<file path="config.mk">
export PLATFORM = sky130hd
export DESIGN_NAME = mul_pipe
export DESIGN_NICKNAME = d
export VERILOG_FILES = /design/src/rtl/mul_pkg.sv /design/src/rtl/mul_pipe_slot.sv /design/src/rtl/mul_pipe.sv
export SDC_FILE = /design/constraint.sdc
export NUM_CORES = 2
export LEC_CHECK = 0
export CORE_AREA = 2 2 413 292
export DETAILED_ROUTE_END_ITERATION = 8
export DIE_AREA = 0 0 415 294
export GPL_TIMING_DRIVEN = 0
export PLACE_DENSITY = 0.36
export REMOVE_ABC_BUFFERS = 1
export SKIP_LAST_GASP = 1
export SYNTH_ARGS = -nofsm -noshare
export SYNTH_HDL_FRONTEND = slang
export SYNTH_SLANG_ARGS = --single-unit
</file>
<file path="constraint.sdc">
create_clock -name clk -period 15.45 [get_ports clk]
set_input_delay 3.09 -clock clk [delete_from_list [all_inputs] [get_ports clk]]
set_output_delay 3.09 -clock clk [all_outputs]
set_load 0.005 [all_outputs]
</file>
<file path="src/rtl/mul_pkg.sv">
// Shared types and parameter limits for the pipelined integer multiplier.
package mul_pkg;

    typedef enum logic {
        MUL_UNSIGNED = 1'b0,
        MUL_SIGNED   = 1'b1
    } mul_mode_e;

    localparam int unsigned MIN_WIDTH  = 4;
    localparam int unsigned MIN_STAGES = 2;

endpackage

</file>
<file path="src/rtl/mul_pipe_slot.sv">
// One pipeline slot: valid bit plus data, loaded together when enabled.
module mul_pipe_slot #(
    parameter int unsigned DW = 8
) (
    input  logic          clk,
    input  logic          rst,
    input  logic          en,
    input  logic          d_valid,
    input  logic [DW-1:0] d_data,
    output logic          q_valid,
    output logic [DW-1:0] q_data
);

    always_ff @(posedge clk or posedge rst) begin
        if (rst) begin
            q_valid <= 1'b0;
            q_data  <= '0;
        end else if (en) begin
            q_valid <= d_valid;
            q_data  <= d_data;
        end
    end

endmodule

</file>
<file path="src/rtl/mul_pipe.sv">
// Pipelined signed/unsigned multiplier with valid/ready handshakes and a
// single global advance enable shared by every slot.
module mul_pipe
    import mul_pkg::*;
#(
    parameter int unsigned WIDTH  = 24,
    parameter int unsigned STAGES = 3
) (
    input  logic               clk,
    input  logic               rst,
    input  logic               in_valid,
    output logic               in_ready,
    input  logic [WIDTH-1:0]   in_a,
    input  logic [WIDTH-1:0]   in_b,
    input  logic               in_signed,
    output logic               out_valid,
    input  logic               out_ready,
    output logic [2*WIDTH-1:0] out_p
);

    localparam int unsigned HW  = WIDTH / 2;
    localparam int unsigned EW  = WIDTH + 1;
    localparam int unsigned PPW = WIDTH + HW + 2;
    localparam int unsigned PW  = 2 * WIDTH;
    localparam int unsigned SW  = PW + 2;

    if (WIDTH < MIN_WIDTH || (WIDTH % 2) != 0) begin : g_bad_width
        $error("mul_pipe: WIDTH must be even and at least MIN_WIDTH");
    end
    if (STAGES < MIN_STAGES) begin : g_bad_stages
        $error("mul_pipe: STAGES must be at least MIN_STAGES");
    end

    logic              adv;
    logic [STAGES-1:0] v;
    mul_mode_e         mode;
    logic [EW-1:0]     a_ext;
    logic [EW-1:0]     b_ext;
    logic [2*EW-1:0]   s0_q;

    assign adv       = !v[STAGES-1] || out_ready;
    assign in_ready  = adv;
    assign out_valid = v[STAGES-1];

    // Operand extension to WIDTH+1 bits makes both modes a signed multiply.
    always_comb begin
        mode  = mul_mode_e'(in_signed);
        a_ext = {(mode == MUL_SIGNED) & in_a[WIDTH-1], in_a};
        b_ext = {(mode == MUL_SIGNED) & in_b[WIDTH-1], in_b};
    end

    mul_pipe_slot #(.DW(2*EW)) u_slot0 (
        .clk     (clk),
        .rst     (rst),
        .en      (adv),
        .d_valid (in_valid),
        .d_data  ({b_ext, a_ext}),
        .q_valid (v[0]),
        .q_data  (s0_q)
    );

    // Split b into an unsigned low half and a signed upper part.
    logic signed [EW-1:0]  a_s;
    logic signed [HW:0]    bl_s;
    logic signed [HW:0]    bh_s;
    logic signed [PPW-1:0] pp_lo;
    logic signed [PPW-1:0] pp_hi;

    always_comb begin
        a_s   = s0_q[EW-1:0];
        bl_s  = {1'b0, s0_q[EW +: HW]};
        bh_s  = s0_q[2*EW-1 -: HW+1];
        pp_lo = PPW'(a_s) * PPW'(bl_s);
        pp_hi = PPW'(a_s) * PPW'(bh_s);
    end

    function automatic logic [PW-1:0] sum_pp(input logic signed [PPW-1:0] lo,
                                             input logic signed [PPW-1:0] hi);
        logic signed [SW-1:0] s;
        s = SW'(lo) + (SW'(hi) <<< HW);
        return s[PW-1:0];
    endfunction

    if (STAGES == 2) begin : g_merged
        mul_pipe_slot #(.DW(PW)) u_slot1 (
            .clk     (clk),
            .rst     (rst),
            .en      (adv),
            .d_valid (v[0]),
            .d_data  (sum_pp(pp_lo, pp_hi)),
            .q_valid (v[1]),
            .q_data  (out_p)
        );
    end else begin : g_split
        logic [2*PPW-1:0] s1_q;
        logic [PW-1:0]    pd [STAGES-1:2];

        mul_pipe_slot #(.DW(2*PPW)) u_slot1 (
            .clk     (clk),
            .rst     (rst),
            .en      (adv),
            .d_valid (v[0]),
            .d_data  ({pp_hi, pp_lo}),
            .q_valid (v[1]),
            .q_data  (s1_q)
        );

        for (genvar k = 2; k < STAGES; k++) begin : g_slot
            if (k == 2) begin : g_sum
                mul_pipe_slot #(.DW(PW)) u_slot (
                    .clk     (clk),
                    .rst     (rst),
                    .en      (adv),
                    .d_valid (v[1]),
                    .d_data  (sum_pp(s1_q[PPW-1:0], s1_q[2*PPW-1:PPW])),
                    .q_valid (v[2]),
                    .q_data  (pd[2])
                );
            end else begin : g_delay
                mul_pipe_slot #(.DW(PW)) u_slot (
                    .clk     (clk),
                    .rst     (rst),
                    .en      (adv),
                    .d_valid (v[k-1]),
                    .d_data  (pd[k-1]),
                    .q_valid (v[k]),
                    .q_data  (pd[k])
                );
            end
        end

        assign out_p = pd[STAGES-1];
    end

endmodule
</file>
==> impl_metrics.csv <==
group,metric,value,unit
clocking,cts_tree,"done",
clocking,clk_pin_slew,0.08,ns
critical_path,worstSetupPathType,"input pin to output port",
clocking,cts_made_buffers,17,
critical_path,cpPeakStageDelay,0.61,ns
drt,via_per_inst,4.310,
drt,postRouteAntennaNets,0,
critical_path,cp_max_fo,72,
synthesis,synth_adder_area_share,0.4653,
final_layout,finish.utilization,0.2752,
synthesis,avgSynthCellArea,8.846,sq um
grt,grt_pass1_vias,22684,
min_path,hold_class,"flip-flop to flip-flop",
floorplanning,die_area,122000,sq um
critical_path,worstSetupStartpointType,"input pin",
grt,grtUsageMet3,0.01759,
final_layout,layout-drive-gt1-share,0.02302,
critical_path,timing.rr.start,"u_slot0.q_data[4]",
drt,drc,0,
clocking,cts-htree-levels,4,
synthesis,yosys-mux-area-fraction,0.001024,
outcome,status,"finished, final reports clean",
clocking,cts_hold_buffers,0,
sta,worst_pin_slew,1.386,ns
sta,finalCritPeriodShare,0.5296,
final_layout,nFillCells,12900,
synthesis,syn_area,29330,sq um
clocking,clockBufferDepth,2,
flow_run,max-cap-violations,0,
critical_path,worstReg2RegEnd,"g_split.u_slot1.q_data[73]",
drt,totalWireLength,83850,um
clocking,clkLatencyLatePin,0.56,ns
sta,slew_viol_final,0,
synthesis,seq_area_frac_synth,0.1493,
synthesis,synth_edf_count,0,
critical_path,worstSetupEndpointType,"output port",
placement,port_buffers,102,
grt,track_usage,0.1446,
synthesis,ys_ff_latch,175,
final_layout,postLayoutCellArea,32560,sq um
grt,gr-usage-met1,0.2197,
floorplanning,die_h,294,um
clocking,postCtsSetupBuffers,0,
grt,grt.busiest_layer,"met1",
synthesis,synth_simple_gate_area_frac,0.1800,
sta,fin_hold_ws,0.4697,ns
synthesis,synthXorXnorAreaFrac,0.02747,
grt,grt-ovfl-total,0,
sta,tns,0,ns
min_path,holdCritStartpoint,"g_split.g_slot[2].g_sum.u_slot.q_data[3]",
critical_path,arrival,5.09,ns
placement,gp_congestion,0.7492,
floorplanning,initial_utilization,0.2479,
drt,dr.pass1.iters,5,
floorplanning,coreArea,118300,sq um
sta,rsz0062_at_grt,"false",
sta,fin_crit,8.182,ns
critical_path,critPathBufInv,3,
synthesis,yosys_warnings,0,
min_path,holdPathStages,2,
drt,drt_iter0_drc,1031,
synthesis,synth_top_flop_cell,"dfrtp_1",
clocking,cts_resized,0,
sta,finalSetupViolCount,0,
min_path,holdPathEnd,"g_split.g_slot[2].g_sum.u_slot.q_data[3]",
grt,grt_max_degree,122,
critical_path,cp_slowest_cell,"nor2b_4",
critical_path,rr_worst_depth,21,
synthesis,async_flop_share,1.000,
critical_path,required,12.36,ns
grt,grt_antenna_before_repair,2,
critical_path,cp_common_cell,"clkdlybuf4s50_1",
synthesis,synth_compound_area_frac,0.07695,
critical_path,reg2reg_setup_slack,8.26,ns
synthesis,synthCells,3316,
sta,maxSlewHeadroom,0.07595,
final_layout,area_growth,10.99,%
placement,place_area,31950,sq um
floorplanning,pin_count,103,
grt,grtUsageMet2,0.2194,
placement,hpwl,63840,um
floorplanning,die_w,415,um
clocking,root_buffer,"clkbuf_16",
grt,grt_pass1_wl,135700,um
clocking,clock-sinks,175,
sta,hold_viol,0,
critical_path,path_delay_family,"buffers and inverters",
critical_path,path_cells,"clkdlybuf4s50_1 -> nor2b_4 -> inv_8 -> clkdlybuf4s50_1",
final_layout,nets,4101,
floorplanning,num_rows,106,
drt,wl_per_cell,17.22,um
synthesis,synth_top_family_by_area,"adder cells",
drt,vias,20989,
synthesis,ys_types,73,
sta,skew,0.04919,ns
sta,fmax,122.2,MHz
==> final cells by class <==
type	instances	area, sq um	share of cell area
Multi-Input combinational cell	2360	22030	0.6766
Sequential cell	175	4384	0.1347
Inverter	625	2361	0.07252
Tap cell	1566	1959	0.06018
Timing Repair Buffer	110	1219	0.03743
Clock buffer	17	425.4	0.01307
Clock inverter	15	173.9	0.005342
Antenna cell	2	5.005	0.0001537
==> cell families after synthesis <==
kind of cell	count (synthesis)
AOI/OAI and AO/OA	348
adders and majority gates	759
buffers and inverters	781
and+or+nand+nor	1158
muxes	3
xor gates and xnor gates	92
DFF	175
==> sequential cells by signal (all words and copies together) (netlist names) <==
register,count
g_split.u_slot1.q_valid,1
g_split.g_slot.g_sum.u_slot.q_data,48
g_split.u_slot1.q_data,74
u_slot0.q_valid,1
u_slot0.q_data,50
g_split.g_slot.g_sum.u_slot.q_valid,1
==> worst max path at each step <==
stage                     startpoint  endpoint  slack, ns  depth (start not counted)
after floorplan            out_ready  in_ready      -2.45                          2
after global placement     out_ready  in_ready     -22.07                          4
after detailed placement   out_ready  in_ready       7.17                          4
after CTS                  out_ready  in_ready       7.18                          4
after global routing       out_ready  in_ready       7.08                          4
final                      out_ready  in_ready       7.27                          4
==> tightest hold or removal path, stage by stage, from the launching register on <==
cell and delay (ns):
dfrtp_1 0.34, nand2_1 0.05, nand2_1 0.05
==> metal layers <==
metal | wire length [um] | vias up
met5 | 0 | -
met4 | 861 | 0
met3 | 2324 | 29
met2 | 36640 | 243
met1 | 44020 | 10755
li1 | - | 9962
==> cell usage in the layout, fill, tap and decap left out, drive strengths merged, types with 18 or more instances in the layout <==
| cell | instances |
|---|---|
| nand2 | 683 |
| inv | 632 |
| fa | 553 |
| and2 | 240 |
| ha | 206 |
| dfrtp | 175 |
| a21oi | 126 |
| clkdlybuf4s50 | 102 |
| nor2 | 93 |
| o21ai | 80 |
| xnor2 | 51 |
| xor2 | 41 |
| a21o | 31 |
| nand3 | 29 |
| nor2b | 23 |
| nand2b | 22 |
| nor3 | 18 |
==> synthesized netlist by cell type, types with 23 or more instances <==
library cell	instances	area, sq um
a21o_1	31	232.7
a21oi_1	121	605.6
and2_1	239	1495
clkbuf_1	145	544.3
dfrtp_1	175	4379
fa_1	553	11070
ha_1	206	2577
inv_1	625	2346
nand2_1	683	2564
nand3_1	29	145.1
nor2_1	92	345.3
nor2b_1	23	143.9
o21ai_0	67	335.3
xnor2_1	51	446.7
xor2_1	41	359.1
==> stage by stage <==
step                      worst slack [ns]  instances
after floorplan                     -2.446       3160
after global placement              -22.07       4828
after detailed placement             7.174       4836
after CTS                            7.175       4868
after global routing                 7.079       4868
final                                7.268       4870
Power is left out: the tool's default activity adds up to more than one toggle a clock period on the data nets, which glitch-free logic cannot reach.
